### src/rtl/boot_loader.sv
`default_nettype none
// ============================================================================
//  Module   : boot_loader
//  Purpose  : Byte-stream program loader placed in front of the polirv core.
//             Takes a framed image (SYNC, word count N, 4*N payload bytes,
//             XOR checksum) on an 8-bit valid/ready stream. It packs the
//             payload little-endian into 32-bit words, writes them into the
//             instruction memory, and releases the core from reset once the
//             checksum matches.
//  Ports    : clk, rst_n            - clock, asynchronous active-low reset
//             in_valid/in_data/     - byte stream; a byte transfers when
//             in_ready                in_valid & in_ready
//             ld_we/ld_addr/ld_data - instruction-memory write port
//             core_rst_n            - core reset, high only once loading is done
//             busy                  - a frame is in progress
//             err                   - the last frame had a bad count or checksum
//  Revision : 1.0 - initial release
// ============================================================================
module boot_loader #(
    parameter int          ADDR_W = 6,
    parameter logic [7:0]  SYNC   = 8'hA5
) (
    input  logic              clk,
    input  logic              rst_n,
    input  logic              in_valid,
    input  logic [7:0]        in_data,
    output logic              in_ready,
    output logic              ld_we,
    output logic [ADDR_W-1:0] ld_addr,
    output logic [31:0]       ld_data,
    output logic              core_rst_n,
    output logic              busy,
    output logic              err
);

    // Word counters need one extra bit so that a full 2**ADDR_W image fits.
    localparam int          c_cnt_w = ADDR_W + 1;
    localparam logic [31:0] c_cap   = 32'd1 << ADDR_W;

    typedef enum logic [2:0] {
        S_IDLE  = 3'd0,
        S_COUNT = 3'd1,
        S_LOAD  = 3'd2,
        S_CSUM  = 3'd3,
        S_RUN   = 3'd4,
        S_ERROR = 3'd5
    } state_t;

    state_t               r_state;
    state_t               w_next_state;

    logic                 w_accept;
    logic                 w_is_sync;
    logic [31:0]          w_byte_ext;
    logic                 w_count_ok;
    logic                 w_word_done;
    logic                 w_last_word;
    logic [c_cnt_w-1:0]   w_word_inc;

    logic [1:0]           r_byte_cnt;
    logic [c_cnt_w-1:0]   r_word_cnt;
    logic [c_cnt_w-1:0]   r_n;
    logic [7:0]           r_csum;
    logic [23:0]          r_word;
    logic                 r_ld_we;
    logic [ADDR_W-1:0]    r_ld_addr;
    logic [31:0]          r_ld_data;
    logic                 r_core_rst_n;
    logic                 r_err;

    assign in_ready    = (r_state != S_RUN);
    assign busy        = (r_state == S_COUNT) || (r_state == S_LOAD) ||
                         (r_state == S_CSUM);
    assign w_accept    = in_valid & in_ready;
    assign w_is_sync   = (in_data == SYNC);
    assign w_byte_ext  = {24'd0, in_data};
    assign w_count_ok  = (w_byte_ext != 32'd0) && (w_byte_ext <= c_cap);
    assign w_word_done = (r_byte_cnt == 2'd3);
    assign w_word_inc  = r_word_cnt + c_cnt_w'(1);
    // The checksum byte follows directly after the last payload byte.
    assign w_last_word = w_word_done && (w_word_inc == r_n);

    assign ld_we      = r_ld_we;
    assign ld_addr    = r_ld_addr;
    assign ld_data    = r_ld_data;
    assign core_rst_n = r_core_rst_n;
    assign err        = r_err;

    // ------------------------------------------------------------------
    // State register
    // ------------------------------------------------------------------
    always_ff @(posedge clk or negedge rst_n) begin
        if (!rst_n) begin
            r_state <= S_IDLE;
        end else begin
            r_state <= w_next_state;
        end
    end

    // ------------------------------------------------------------------
    // Next-state logic; every transition is triggered by an accepted byte
    // ------------------------------------------------------------------
    always_comb begin
        w_next_state = r_state;
        if (w_accept) begin
            case (r_state)
                S_IDLE:  if (w_is_sync) w_next_state = S_COUNT;
                S_COUNT: w_next_state = w_count_ok ? S_LOAD : S_ERROR;
                S_LOAD:  if (w_last_word) w_next_state = S_CSUM;
                S_CSUM:  w_next_state = (in_data == r_csum) ? S_RUN : S_ERROR;
                S_RUN:   w_next_state = S_RUN;
                S_ERROR: if (w_is_sync) w_next_state = S_COUNT;
                default: w_next_state = S_IDLE;
            endcase
        end
    end

    // ------------------------------------------------------------------
    // Datapath: word assembly, memory write port, checksum, status flags
    // ------------------------------------------------------------------
    always_ff @(posedge clk or negedge rst_n) begin
        if (!rst_n) begin
            r_byte_cnt   <= 2'd0;
            r_word_cnt   <= '0;
            r_n          <= '0;
            r_csum       <= 8'd0;
            r_word       <= 24'd0;
            r_ld_we      <= 1'b0;
            r_ld_addr    <= '0;
            r_ld_data    <= 32'd0;
            r_core_rst_n <= 1'b0;
            r_err        <= 1'b0;
        end else begin
            r_ld_we      <= 1'b0;
            r_core_rst_n <= (w_next_state == S_RUN);
            if (w_accept) begin
                case (r_state)
                    S_COUNT: begin
                        r_n        <= w_byte_ext[c_cnt_w-1:0];
                        r_word_cnt <= '0;
                        r_byte_cnt <= 2'd0;
                        r_csum     <= 8'd0;
                        if (!w_count_ok) r_err <= 1'b1;
                    end
                    S_LOAD: begin
                        r_csum     <= r_csum ^ in_data;
                        r_byte_cnt <= r_byte_cnt + 2'd1;
                        // Shift right so the first byte ends up in the low lane.
                        r_word     <= {in_data, r_word[23:8]};
                        if (w_word_done) begin
                            // Write port is driven from dedicated registers so the
                            // next word can start assembling during the strobe.
                            r_ld_we    <= 1'b1;
                            r_ld_addr  <= r_word_cnt[ADDR_W-1:0];
                            r_ld_data  <= {in_data, r_word};
                            r_word_cnt <= w_word_inc;
                        end
                    end
                    S_CSUM: begin
                        if (in_data != r_csum) r_err <= 1'b1;
                    end
                    S_ERROR: begin
                        if (w_is_sync) r_err <= 1'b0;
                    end
                    default: ;
                endcase
            end
        end
    end

endmodule
`default_nettype wire

### config.mk
export PLATFORM = sky130hd
export DESIGN_NAME = boot_loader
export DESIGN_NICKNAME = d
export VERILOG_FILES = /design/src/rtl/boot_loader.sv
export SDC_FILE = /design/constraint.sdc
export NUM_CORES = 1
export LEC_CHECK = 0
export CORE_MARGIN = 3
export CORE_UTILIZATION = 40
export CTS_CLUSTER_SIZE = 20
export DETAILED_ROUTE_END_ITERATION = 7
export PLACE_DENSITY = 0.69
export SLEW_MARGIN = 20
export SYNTH_ARGS = -nofsm -noshare
export SYNTH_HDL_FRONTEND = slang
export SYNTH_SLANG_ARGS = --single-unit
### constraint.sdc
create_clock -name clk -period 1.8 [get_ports clk]
set_input_delay 0.27 -clock clk [delete_from_list [all_inputs] [get_ports clk]]
set_output_delay 0.27 -clock clk [all_outputs]
set_load 0.02 [all_outputs]
# After elaboration in Yosys (flattened, before gate mapping)
# Index checks and enable logic that the tools add are counted.
# totals
regBits	92
out_inout_bits	43
# op_classes
n_addsub	2
n_lt_le_gt_ge	1
n_eq_ne	16
muxes	17
n_bitwise	2
reduce_logical	15
# ops
cell	n
32-bit nonzero test	1
8-bit one-hot mux with 2 select lines	1
3-bit one-hot mux with 5 select lines	1
7-bit one-hot mux with 2 select lines	1
3-bit 2-to-1 mux	4
3-bit equality test (second input constant)	3
8-bit equality test	1
8-bit equality test (second input constant)	1
8-bit by 7-bit <= comparator with 1-bit output (second input constant)	1
8-bit inequality test	1
8-bit XOR	1
7-bit by 1-bit adder with 7-bit output (second input constant)	1
7-bit equality test	1
1-bit 2-to-1 mux	7
7-bit 2-to-1 mux	1
3-bit by 2-bit equality test with 1-bit output (second input constant)	2
2-bit inequality test (second input constant)	3
2-bit AND reduction	3
3-bit AND reduction	2
5-bit AND reduction	1
2-bit one-hot mux with 2 select lines	1
3-bit by 1-bit equality test with 1-bit output (second input constant)	1
3-bit logical NOT	1
3-bit inequality test (second input constant)	1
other kinds (10)	12

# Longest topological paths before layout
# logic_depth
depth_word	7
mapped_depth	7
depth_no_buf	6

# Worst setup path before layout
# OpenSTA, ideal clock, no wires.
# synth_path
path_kind	flip-flop to flip-flop
from	register r_word_cnt[0]
to	register r_state[0]
setup_time_ns	0.069
arrival_ns	1.756
t_required_ns	1.731
path_slack_ns	-0.025
path_stages_with_launch	7
period_less_slack_ns	1.825
cell_sequence	dfrtp_1 > ha_1 > and3_1 > and3_1 > xnor2_1 > or4_1 > nand3_1
# synth_between
elab_chain_cells	6
# synth_lines
item	line_no	source
start: declaration	61	logic [c_cnt_w-1:0] r_word_cnt;
start signal: assignment	156	r_word_cnt <= w_word_inc;
7-bit by 1-bit adder with 7-bit output	79	assign w_word_inc = r_word_cnt + c_cnt_w'(1);
7-bit equality test	81	assign w_last_word = w_word_done && (w_word_inc == r_n);
1-bit logical AND	81	
3-bit 2-to-1 mux	109	S_LOAD: if (w_last_word) w_next_state = S_CSUM;
3-bit one-hot mux with 5 select lines	106	case (r_state)
3-bit 2-to-1 mux	105	if (w_accept) begin
net w_next_state[0]	50	state_t w_next_state;
end signal: assignment	96	r_state <= w_next_state;
end: declaration	49	state_t r_state;
# The timed path passes the listed nets, and every way through them passes these cells.
# A chain may end at the register's enable or synchronous reset.

# Worst setup path after layout
# layout_path
from	input in_data[4]
to	register r_core_rst_n (netlist: core_rst_n)
# layout_between
elab_chain_cells	6
elab_cells_between_ends	11
cone_classes	order compare (1); eq/ne (3); mux (5); reduce/logical (2)
# layout_lines
item	line_no	source
start: declaration	26	input logic [7:0] in_data,
8-bit by 7-bit <= comparator with 1-bit output / 32-bit nonzero test (equally long branches)	77	assign w_count_ok = (w_byte_ext != 32'd0) && (w_byte_ext <= c_cap);
1-bit logical AND	77	
3-bit 2-to-1 mux	108	S_COUNT: w_next_state = w_count_ok ? S_LOAD : S_ERROR;
3-bit one-hot mux with 5 select lines *	106	
3-bit 2-to-1 mux *	105	
3-bit equality test *	135	r_core_rst_n <= (w_next_state == S_RUN);
end signal: assignment	135	
end: declaration	68	logic r_core_rst_n;
# Every way passes the cells marked *; elsewhere a longest branch is shown, timed or not.

==> results.md <==
* Largest net degree at the start of global routing at 45
* Synth area leaders: dfrtp_1 (58%), nand2_1 (19%), o21ai_0 (3.9%)
* Number of global-route vias before repair at 3229
* CP Capture Type: flip-flop
* Vias/cell at 4.96
* # setup viols final at 0
* Via count at 3255
* Register area at 2310 um^2
* Worst skew pair latency at 0.36 ns
* Total gr overflow at 0
* Net Count, Synth at 454
* DRC viols at 0
* Antenna violations before repair at 0
* LEAKAGE at 2.66 nW
* First-pass GRT wire length at 15300 um
* Critical path class: in2reg
* Top-Level Pins at 54
* TritonCTS clock tree: done
* Clock root cell: clkbuf_8
* Max_slew headroom at 0.655
* Fin. Hold Viols at 0
* Ant diodes at 0
* Final worst slack at 0.0274 ns
* Clk sinks at 92
* FMAX at 564 MHz
* Seq/Total Area, Yosys at 0.578
* CP arrival at 2.02 ns
* Multi-input gate area at 1660 um^2
* Ys Warns at 0
* Initial core utilization at 0.421
* Distinct cells, synth at 38
* Asr flop ratio synth at 1.00
* Unrepaired setup endpoints after global routing: false
* Placement Cell Area at 4920 um^2
* Clock-pin slew on the worst setup and hold paths at 0.08 ns
* Place WS at -0.645 ns
* Status: completed
* Routed WL at 9160 um
* Max-cap viol count at 0
* Post-synth EDFFs at 0
* Gpl congestion at 0.819
* Setup TNS at 0 ns
* Share of cells above drive strength 1 at 0.169
* Design Area, Final at 5240 um^2
* Global Route Usage Sum at 0.169
* Synth Register Bits at 92
* Slew Viols, Final at 0
* Row count at 35
* Crit path required time at 2.05 ns
* Most frequent cells after synthesis: nand2_1 (199), dfrtp_1 (92), o21ai_0 (31), clkbuf_1 (17), nor2_1 (17)
* Mean Syn Cell Area at 9.03 um^2
* Hold WC Path Type: in2reg
* H-Tree Depth at 3
* Syn-to-layout area delta at 31.5%
* WL per Instance at 14.0 um
* Core Box Area at 9460 um^2
* Die height at 106 um
* Die ar. at 11200 um^2
* PwrDens at 836 nW/um^2
* Clk buf depth at 2
* CP max FO at 3
* First-pass DRT Iterations at 4
* Tightest Pin Transition at 0.517 ns
* Leading area contributor after synthesis: dfrtp_1
* Total CTS buffers at 9
* Area share of the largest cell type after synthesis at 0.578
* Initial DRC count at 146
* Most common cell in the synthesized netlist: nand2_1
* Peak VDD IR at 0.383 mV
* Fillers at 836
* Number of port buffers at 53
* Hpwl dp at 6290 um
* CP startpoint kind: primary input
* Nets at 536
* Final worst path period share at 0.985
* Floorplan die width at 106 um
* Final ANT Viol Nets at 0
* Tmin final at 1.77 ns
* Syn Inst Count at 441
* Mapped Area at 3980 um^2
* Post-Route Skew at 0.0128 ns
* Top_reg_cell synth: dfrtp_1
[layout by cell type (no fill, tap or decap), types with 2 or more instances in the layout]
| master | instances |
|---|---|
| buf_4 | 37 |
| dfrtp_2 | 3 |
| and3_4 | 2 |
| a31oi_1 | 2 |
| dlymetal6s2s_1 | 3 |
| clkbuf_8 | 9 |
| nor4_2 | 2 |
| nand3_2 | 2 |
| or4_4 | 2 |
| a22o_1 | 2 |
| nand2_1 | 199 |
| clkdlybuf4s50_1 | 44 |
| xor2_1 | 12 |
| dfrtp_1 | 89 |
| mux2_2 | 7 |
| nor2_1 | 16 |
| a21oi_1 | 6 |
| dlygate4sd2_1 | 5 |
| buf_12 | 4 |
| inv_1 | 2 |
| o21ai_0 | 31 |
| nand3_1 | 4 |
| nor2b_1 | 2 |
| xnor2_1 | 7 |
| inv_6 | 2 |
| nand2b_1 | 2 |
| nand4_1 | 2 |
[repair_timing]
action	in CTS	in global routing
setup buffers	0	2
endpoints found under the setup margin	8	15
resized for setup	12	19
hold buffers	1	0
endpoints found under the hold margin	37	0
pin swaps	1	5
[per-layer routing]
layer | track usage | part of all wire | vias up
met1 | 0.232 | 0.47 | 1563
met4 | 0.0777 | 0.024 | 0
li1 | - | - | 1588
met2 | 0.263 | 0.46 | 85
met3 | 0.0276 | 0.047 | 19
met5 | 0 | 0 | -
[report_power, final]
part           internal (mW)  leakage, nW  total, mW  switching [mW]
registers               2.27         1.26       2.44           0.172
logic                  0.281         1.30      0.535           0.254
clock network          0.652       0.0980       1.41           0.755
[through the flow]
stage,hold WS (ns),std cells,total power [mW],util
final,0.375,656,4.38,0.554
after global routing,0.407,656,4.58,0.554
after CTS,0.431,655,4.38,0.545
after detailed placement,0.281,639,2.98,0.521
after global placement,0.289,639,2.95,0.521
after floorplan,-0.0256,441,2.76,-
[worst max-delay path: stages]
cell,delay (ns)
dlygate4sd2_1,0.26
or3_4,0.42
or4_4,0.50
o41ai_2,0.32
a31oi_2,0.09
and3_1,0.16
[worst paths after layout]
kind                               endpoint  slack (ns)  depth (start not counted)          start
worst max-delay path             core_rst_n        0.03                          6     in_data[4]
worst min-delay path                 r_n[0]        0.37                          2     in_data[0]
worst max register to register   r_state[0]        0.05                          6  r_word_cnt[0]
worst min register to register   ld_data[1]        0.47                          2      r_word[1]
max in group asynchronous       ld_data[17]        0.78                          3          rst_n
min in group asynchronous        ld_data[3]        0.41                          2          rst_n
[sequential cells by signal, indices dropped and copies added (netlist names)]
register	count
ld_we	1
r_byte_cnt	2
err	1
ld_addr	6
ld_data	32
r_state	3
r_word_cnt	7
core_rst_n	1
r_csum	8
r_word	24
r_n	7
[area by class of cell]
cell class | instances | share of cell area
Clock buffer | 9 | 0.0237
Timing Repair Buffer | 95 | 0.173
Inverter | 3 | 0.00215
Tap cell | 129 | 0.0308
Clock inverter | 6 | 0.0136
Multi-Input combinational cell | 322 | 0.317
Sequential cell | 92 | 0.440
[cell families after synthesis]
kind of cell               count (synthesis)  synth area share
AOI/OAI and AO/OA                         49            0.0726
xor gates and xnor gates                  20            0.0440
adders and majority gates                  2           0.00628
buffers and inverters                     27            0.0283
DFF                                       92             0.578
muxes                                      8            0.0223
and+or+nand+nor                          243             0.249
Note: power is estimated with default switching activity, not from simulation.
